File: config.mk
export PLATFORM = sky130hd
export DESIGN_NAME = fetch_unit
export DESIGN_NICKNAME = d
export VERILOG_FILES = /design/src/rtl/fetch_unit.sv
export SDC_FILE = /design/constraint.sdc
export NUM_CORES = 1
export LEC_CHECK = 0
export CELL_PAD_IN_SITES_DETAIL_PLACEMENT = 1
export CELL_PAD_IN_SITES_GLOBAL_PLACEMENT = 1
export CORE_MARGIN = 3
export CORE_UTILIZATION = 35
export CTS_CLUSTER_DIAMETER = 150
export DETAILED_ROUTE_END_ITERATION = 16
export HOLD_SLACK_MARGIN = 0.12
export PLACE_DENSITY_LB_ADDON = 0.1
export SYNTH_ARGS = -nofsm -noshare
export SYNTH_HDL_FRONTEND = slang
export SYNTH_SLANG_ARGS = --single-unit
File: constraint.sdc
create_clock -name clk_i -period 1.8 [get_ports clk_i]
set_input_delay 0.36 -clock clk_i [delete_from_list [all_inputs] [get_ports clk_i]]
set_output_delay 0.36 -clock clk_i [all_outputs]
set_load 0.05 [all_outputs]
File: src/rtl/fetch_unit.sv
// fetch_unit
// ----------
// Instruction-fetch front end for the pipelined RV32I core. It generates
// fetch PCs, runs a single-outstanding request/grant/response handshake
// with instruction memory, and buffers returned instructions in an
// IQ_DEPTH-entry queue that feeds decode. EX-stage redirects flush the
// queue and discard any response still in flight. A misaligned redirect
// target turns into one fault entry, and fetching halts until an aligned
// redirect arrives.
//
// Ports
//   clk_i            clock, all state on the rising edge
//   rst_ni           asynchronous active-low reset
//   imem_req_o       fetch request valid (combinational)
//   imem_addr_o      fetch address (word aligned)
//   imem_gnt_i       request accepted when imem_req_o && imem_gnt_i
//   imem_rvalid_i    in-order response valid
//   imem_rdata_i     fetched instruction
//   redirect_valid_i EX-stage control-flow change
//   redirect_pc_i    new fetch PC
//   id_valid_o       queue head valid
//   id_ready_i       decode accepts the head
//   id_inst_o        head instruction
//   id_pc_o          head PC
//   id_fault_o       head is a misaligned-target fault entry
//   iq_count_o       current queue occupancy
module fetch_unit #(
    parameter logic [31:0] RESET_PC = 32'h0000_0000,
    parameter int          IQ_DEPTH = 4
) (
    input  logic                          clk_i,
    input  logic                          rst_ni,
    output logic                          imem_req_o,
    output logic [31:0]                   imem_addr_o,
    input  logic                          imem_gnt_i,
    input  logic                          imem_rvalid_i,
    input  logic [31:0]                   imem_rdata_i,
    input  logic                          redirect_valid_i,
    input  logic [31:0]                   redirect_pc_i,
    output logic                          id_valid_o,
    input  logic                          id_ready_i,
    output logic [31:0]                   id_inst_o,
    output logic [31:0]                   id_pc_o,
    output logic                          id_fault_o,
    output logic [$clog2(IQ_DEPTH+1)-1:0] iq_count_o
);

    localparam int CW = $clog2(IQ_DEPTH + 1);
    localparam int PW = $clog2(IQ_DEPTH);

    typedef enum logic {S_RUN, S_HALT} state_e;

    state_e        state_q;
    logic [31:0]   fetch_pc_q;
    logic [31:0]   req_pc_q;     // PC of the outstanding request
    logic          pend_q;
    logic          drop_q;
    logic [PW-1:0] rd_ptr_q;
    logic [PW-1:0] wr_ptr_q;
    logic [CW-1:0] count_q;

    logic [31:0]   pc_mem_q    [IQ_DEPTH];
    logic [31:0]   inst_mem_q  [IQ_DEPTH];
    logic          fault_mem_q [IQ_DEPTH];

    logic          credit_ok;
    logic          accept;
    logic          resp;
    logic          push;
    logic          pop;
    logic          redir_fault;
    logic [31:0]   wr_pc;
    logic [31:0]   wr_inst;

    // An outstanding request already owns a queue slot, so it counts
    // against the free space.
    assign credit_ok = ({1'b0, count_q} + (CW+1)'(pend_q)) < (CW+1)'(IQ_DEPTH);

    // A new request may go out in the same cycle the previous response
    // returns, which is what sustains one fetch per cycle.
    assign imem_req_o  = (state_q == S_RUN) && !redirect_valid_i &&
                         (!pend_q || imem_rvalid_i) && credit_ok;
    assign imem_addr_o = fetch_pc_q;

    assign accept      = imem_req_o && imem_gnt_i;
    assign resp        = imem_rvalid_i && pend_q;
    assign push        = resp && !drop_q && !redirect_valid_i;
    assign pop         = (count_q != '0) && id_ready_i && !redirect_valid_i;
    assign redir_fault = redirect_valid_i && (redirect_pc_i[1:0] != 2'b00);

    // Write data: either a returned instruction or the fault entry, which
    // carries a NOP encoding so decode sees a harmless instruction.
    assign wr_pc   = redir_fault ? redirect_pc_i : req_pc_q;
    assign wr_inst = redir_fault ? 32'h0000_0013 : imem_rdata_i;

    genvar gi;
    generate
        for (gi = 0; gi < IQ_DEPTH; gi++) begin : g_entry
            logic wr_en;
            // The flush resets the pointers, so a fault entry always lands in slot 0.
            assign wr_en = (redir_fault && (gi == 0)) ||
                           (push && (wr_ptr_q == PW'(gi)));

            always_ff @(posedge clk_i or negedge rst_ni) begin
                if (!rst_ni) begin
                    pc_mem_q[gi]    <= '0;
                    inst_mem_q[gi]  <= '0;
                    fault_mem_q[gi] <= 1'b0;
                end else if (wr_en) begin
                    pc_mem_q[gi]    <= wr_pc;
                    inst_mem_q[gi]  <= wr_inst;
                    fault_mem_q[gi] <= redir_fault;
                end
            end
        end
    endgenerate

    always_ff @(posedge clk_i or negedge rst_ni) begin
        if (!rst_ni) begin
            state_q    <= S_RUN;
            fetch_pc_q <= RESET_PC;
            req_pc_q   <= '0;
            pend_q     <= 1'b0;
            drop_q     <= 1'b0;
            rd_ptr_q   <= '0;
            wr_ptr_q   <= '0;
            count_q    <= '0;
        end else if (redirect_valid_i) begin
            fetch_pc_q <= redirect_pc_i;
            // A response arriving in the redirect cycle is discarded right
            // away; otherwise the one still in flight is marked for discard.
            pend_q     <= pend_q && !imem_rvalid_i;
            drop_q     <= pend_q && !imem_rvalid_i;
            rd_ptr_q   <= '0;
            if (redir_fault) begin
                wr_ptr_q <= PW'(1);
                count_q  <= CW'(1);
                state_q  <= S_HALT;
            end else begin
                wr_ptr_q <= '0;
                count_q  <= '0;
                state_q  <= S_RUN;
            end
        end else begin
            if (accept) begin
                fetch_pc_q <= fetch_pc_q + 32'd4;
                pend_q     <= 1'b1;
                req_pc_q   <= fetch_pc_q;
            end else if (resp) begin
                pend_q <= 1'b0;
            end
            if (resp && drop_q) begin
                drop_q <= 1'b0;
            end
            if (push) begin
                wr_ptr_q <= wr_ptr_q + PW'(1);
            end
            if (pop) begin
                rd_ptr_q <= rd_ptr_q + PW'(1);
            end
            if (push && !pop) begin
                count_q <= count_q + CW'(1);
            end else if (!push && pop) begin
                count_q <= count_q - CW'(1);
            end
        end
    end

    assign id_valid_o = (count_q != '0);
    assign id_inst_o  = inst_mem_q[rd_ptr_q];
    assign id_pc_o    = pc_mem_q[rd_ptr_q];
    assign id_fault_o = fault_mem_q[rd_ptr_q];
    assign iq_count_o = count_q;

endmodule
Word-level counts from Yosys, hierarchy flattened
Index checks and enable logic that the tools add are counted.
Storage, ports and cells
  latch bits: 0
  memory bits (read-only): 0
  bits in writable memories: 0
  output and inout bits: 102
  memories: 0
  input bits: 70
  flip-flop bits (word level): 334
Cells by class
  $add $sub $neg: 6
  bitwise operators: 3
  equal/unequal tests: 3
  $mul: 0
  divide/modulo/power cells: 0
  $lt $le $gt $ge: 2
  mux-type cells: 28
  reduce and logical (&&, ||, !) cells: 36
  shifts and indexed selects: 0
Operators with widths (count)
  32-bit two-way mux: 8
  32-bit binary-select mux with 2-bit select: 2
  32-bit by 3-bit adder with 32-bit output, second input constant: 1
  1-bit logical AND: 18
  1-bit two-way mux: 10
  2-bit nonzero test: 5
  3-bit two-way mux: 3
  3-bit nonzero test: 3
  2-bit two-way mux: 4
  1-bit zero test: 6
  2-bit by 1-bit adder with 2-bit output, second input constant: 2
  3-bit by 1-bit adder with 4-bit output: 1
  2-bit == test, second input constant: 2
  4-bit by 3-bit < comparator with 1-bit output, second input constant: 1
  3-bit by 1-bit adder with 3-bit output, second input constant: 1
  3-bit >= comparator, second input constant: 1
  2-bit inverter with 3-bit output: 1
  3-bit by 1-bit subtractor with 3-bit output, second input constant: 1
  1-bit binary-select mux with 2-bit select: 1
  2-bit by 1-bit == test with 1-bit output, second input constant: 1
  2-bit zero test: 1
  1-bit logical OR: 2
  1-bit inverter: 2
  2-bit AND reduction: 1

Logic depth before layout (Yosys ltp)
  depth in word-level cells: 8
  depth in mapped cells: 9

Least setup slack after synthesis
No wires, ideal clock.
  path kind: flip-flop to output port
  start: register count_q[1] (netlist: iq_count_o[1])
  end: output imem_req_o
  data required time: 1.440 ns
  arrival: 3.405 ns
  cell stages (with the launch flop): 3
  path slack: -1.965 ns
  path through: dfrtp_1 > a21bo_2 > a2111oi_0
Between the ends
  cells in the longest elaborated chain, start to end: 3
Ends and longest elaborated chain
  start: declaration: RTL line 60  | logic [CW-1:0] count_q;
  start signal: assignment: RTL line 162  | count_q <= count_q + CW'(1);
  start signal: assignment: RTL line 164  | count_q <= count_q - CW'(1);
  3-bit by 1-bit adder with 4-bit output: RTL line 77  | assign credit_ok = ({1'b0, count_q} + (CW+1)'(pend_q)) < (CW+1)'(IQ_DEPTH);
  4-bit by 3-bit < comparator with 1-bit output: RTL line 77
  1-bit logical AND: RTL line 82  | (!pend_q || imem_rvalid_i) && credit_ok;
  end: declaration: RTL line 33  | output logic imem_req_o,
Every way passes these cells.

Worst setup path in the final report
  start: register rd_ptr_q[0]
  end: output id_pc_o[28]
Between the ends
  cells in the longest elaborated chain, start to end: 4
Ends and longest elaborated chain
  start: declaration: RTL line 58  | logic [PW-1:0] rd_ptr_q;
  start signal: assignment: RTL line 159  | rd_ptr_q <= rd_ptr_q + PW'(1);
  2-bit inverter with 3-bit output (implied by the code): RTL line 171  | assign id_pc_o = pc_mem_q[rd_ptr_q];
  32-bit binary-select mux with 2-bit select: RTL line 171
  32-bit two-way mux (implied by the code) (2 in a row): RTL line 171
  end: declaration: RTL line 43  | output logic [31:0] id_pc_o,
Every way passes these cells. The select of a mux whose other input is x is not followed.

==> results.txt <==
In the final routed layout, each cell accounts on average for 20.7 µm. The routed via count came out at 12100. After synthesis, the largest family of logic cells by area is simple AND/OR/NAND/NOR gates. The tools report the final standard cell count with taps included and fillers excluded as 2370. The number of iterations in the first detailed-routing pass was 4; the y dimension of the die was 214 µm. The logs give -39880 ps for the final total negative setup slack and 42300 µm² for the standard cell core area. The detailed router finished its first iteration with 557 violations. The clock passes through at most 3 buffers.

Across the whole layout, storage elements account for 8400 µm². The run finished, with violations left. Between clock sinks in the finished design, the worst skew comes to 14.4 ps.

The checks that failed: negative setup slack. In this run the register-to-register setup slack is -130 ps. For this design, the slowest cell found on the critical path is sky130_fd_sc_hd__mux4_2. For this design the static power due to leakage is 9.51 nW. The repair_antennas step left the layout with diodes totalling 0.

Maximum clock frequency: 413 MHz. The first global-routing pass estimated 78400 µm of wire. For the pin with the worst max-slew slack, the measured transition is 366 ps. Predominant post-synthesis flop cell: sky130_fd_sc_hd__dfrtp_1. The effective utilization at floorplan is 0.358.

The tools report the area of the multi-input gates as 6870 µm². Proportion of register bits with asynchronous set or reset after synthesis: 1.00. For the number of levels in the clock H-tree, the log shows 2.

Following the worst setup path forward leads to its endpoint at id_pc_o[28]. The tools report the maximum number of pins on one net before global-route repair as 60. The number of antenna violations at the first check in global routing is 3. The clock latency reported for the late side of the worst-skew pair came out at 550 ps.

The worst register-to-register path ends at imem_addr_o[16]$_DFFE_PN0P_. Startpoint-to-endpoint class of the critical path: reg2out. Setup violations remaining at the end of the flow were counted as 116. Dividing total power by cell area gives a power density of 1140 nW/µm². The proportion of netlist area held by the largest area contributor was 0.552. The tools report the overall fraction of global-route tracks in use as 0.215. Relative to the synthesized area, the layout overhead comes to 39.6%. STA classifies the critical path endpoint as an output port. The final design utilization came out at 0.500.

Final max-slew violation count: 0. The number of different library cells in the post-synthesis netlist is 57, and the via count of the first global-routing pass is 13300. Number of hold-slack violations in the final timing report: 0. The launch point of the worst reg-to-reg path was iq_count_o[2]$_DFFE_PN0P_. The synthesis warning total was 0. The simple-gate area share of the yosys netlist came out at 0.166. STA classifies the critical path startpoint as a flop. Worst hold-check path type: in2async.

The total power after layout was 24.0 mW. The biggest area consumer among synthesized cells is sky130_fd_sc_hd__dfrtp_1. The fraction of final layout cells sized beyond drive strength 1 came out at 0.298.

The logs give 1841 for the number of nets in the layout and 32500 µm for the post-detailed-placement half-perimeter wirelength. Sorting the synthesized cells by area gives the leading types as sky130_fd_sc_hd__dfrtp_1, sky130_fd_sc_hd__nand2_1, sky130_fd_sc_hd__mux4_2. The width of the die was 214 µm; the register bit count reported by yosys was 334. Synthesis produced a netlist with a net count of 1566. The worst path needs 2420 ps of the cycle, external delays included. The critical path arrival was 2060 ps; the number of cell rows was 75.

After synthesis, the mean cell area works out to 10.2 µm². The tightest hold path in the finished design has a slack of 283 ps. TritonCTS built the clock tree. In the routed layout, each cell is associated on average with a via count of 5.12.

Counting every sink on the clock net gives 334. The critical path starts at rd_ptr_q[0]$_DFFE_PN0P_. The worst register-to-register path has a depth of 7. Fraction of the mapped netlist area in compound gates: 0.108. The congestion estimate from routability-driven global placement came to 0.745. The most numerous cell type found on the critical path is sky130_fd_sc_hd__buf_12. After detailed routing, the number of remaining DRC violations is 0. The floorplan step defined a die boundary enclosing 45800 µm². The final global-route overflow total is 0, and the number of placed I/O pins is 172. The largest single stage delay on the critical path is 550 ps. The post-layout worst setup margin is -622 ps. The detail route stage leaves a number of antenna-violating nets equal to 0. The tools report the clock tree root buffer cell as sky130_fd_sc_hd__clkbuf_16.

The tool flagged a number of max-cap violations equal to 0. Along the worst path, the maximum fanout reaches 8. The count of flip-flops with a built-in enable after synthesis is 0, and the number of buffer cells added on primary ports is 171. The routed design has 49100 µm of wire. The headroom to the max-slew limit is 0.756. The final worst-path cycle share is 1.35, and the peak supply drop is 0.000758 V. The adder-cell share of the synthesized area was 0.00545. The final-layout fill cell count is 4521. Mapped cell area: 15200 µm².

Data on the critical path is required at its endpoint by 1440 ps. In this run, CTS created clock tree buffers numbering 40. Walking the worst path, the cells encountered are buf_12, buf_12, mux4_2, buf_6. Portion of netlist area occupied by mux cells: 0.119.

The post-synthesis share of cell area spent on xor and xnor gates was 0.0168. Setup repair after global routing could not meet its margin everywhere. After clock tree synthesis, the clock-pin slew on the worst setup and hold paths is 60 ps.

The cell count after placement came out at 2254. Share of synthesized area occupied by flip-flops and latches: 0.552. Counting every instance in the synthesized netlist gives 1490.
## worst min path at each step
stage	startpoint	to	cells past startpoint
2_1_floorplan	rst_ni	drop_q$_DFFE_PN0P_	0
3_3_place_gp	rst_ni	inst_mem_q[83]$_DFFE_PN0P_	1
3_5_place_dp	rst_ni	inst_mem_q[83]$_DFFE_PN0P_	1
4_1_cts	rst_ni	inst_mem_q[88]$_DFFE_PN0P_	2
5_1_grt	rst_ni	inst_mem_q[51]$_DFFE_PN0P_	2
6_report	rst_ni	inst_mem_q[51]$_DFFE_PN0P_	2
## repair_timing
item	4_1_cts	5_1_grt
pin swaps	46	76
hold buffers	1	0
hold endpoints to repair	268	0
gates resized for setup	140	109
setup endpoints to repair	98	133
cloned	7	3
buffers inserted	20	25
## synth_stat cells (5+ instances only)
library cell,n
sky130_fd_sc_hd__nand2_1,478
sky130_fd_sc_hd__nor2_1,50
sky130_fd_sc_hd__nor4_2,6
sky130_fd_sc_hd__o21ai_0,207
sky130_fd_sc_hd__a31oi_1,30
sky130_fd_sc_hd__inv_1,11
sky130_fd_sc_hd__nor3_2,5
sky130_fd_sc_hd__ha_1,5
sky130_fd_sc_hd__buf_2,28
sky130_fd_sc_hd__nand3_1,16
sky130_fd_sc_hd__mux2i_1,31
sky130_fd_sc_hd__nand4_1,7
sky130_fd_sc_hd__and4_1,5
sky130_fd_sc_hd__clkbuf_1,73
sky130_fd_sc_hd__and2_1,5
sky130_fd_sc_hd__a21oi_1,33
sky130_fd_sc_hd__dfrtp_1,334
sky130_fd_sc_hd__xor2_1,7
sky130_fd_sc_hd__mux4_2,65
sky130_fd_sc_hd__o21ai_1,19
sky130_fd_sc_hd__xnor2_1,22
## cell families (layout without fill, tap and decap cells)
| kind of cell | Yosys count | count (layout) |
|---|---|---|
| and+or+nand+nor | 597 | 597 |
| DFF | 334 | 334 |
| AOI/OAI and AO/OA | 306 | 306 |
| buffers and inverters | 119 | 422 |
| muxes | 99 | 99 |
| xor gates and xnor gates | 29 | 29 |
| adders and majority gates | 6 | 6 |
## power breakdown
| group | total [mW] | switching [mW] | internal [mW] |
|---|---|---|---|
| sequential | 9.23 | 0.692 | 8.53 |
| combinational | 7.01 | 3.99 | 3.02 |
| clock | 7.80 | 3.22 | 4.59 |
| total | 24.0 | 7.90 | 16.1 |
## critical path, delay by kind of cell, from the launching register on
family / cells / cell delay (ps)
mux: 1 / 550
buf+inv: 3 / 500
flops: 1 / 460
## stage by stage
stage / cell area (µm²) / setup slack, ps
after floorplan: 15400 / -70.3
after CTS: 20600 / -713
after detailed placement: 18400 / -513
after global placement: 18400 / -488
final: 21200 / -622
after global routing: 21200 / -704
## cell usage in the layout (no fill, tap or decap), drive strengths merged, types with 11 or more instances in the layout
cell type	count
a21oi	33
a31oi	30
buf	269
clkbuf	65
clkdlybuf4s50	67
dfrtp	334
inv	11
mux2i	31
mux4	65
nand2	479
nand3	18
nor2	51
o21ai	226
xnor2	22
## routing by layer
metal / vias to the layer above / track usage / routed length, µm
li1: 5657 / - / -
met1: 6220 / 0.287 / 21600
met2: 189 / 0.361 / 24300
met3: 71 / 0.0506 / 2310
met4: 6 / 0.0413 / 845
met5: - / 0 / 47
## area by class of cell
class | count | share of cell area
timing repair buffer | 340 | 0.183
clock buffer | 62 | 0.0569
tap | 577 | 0.0341
inverter | 12 | 0.00213
sequential | 334 | 0.397
multi-input combinational | 1037 | 0.324
clock inverter | 8 | 0.00225
## state kept, by name, indices dropped and copies added, names as in the netlist, 2 cells and up
name and cells:
inst_mem_q 128, pc_mem_q 128, imem_addr_o 32, fault_mem_q 4, req_pc_q 32, wr_ptr_q 2
iq_count_o 3, rd_ptr_q 2
No activity file was read; power rests on OpenSTA's default activity.
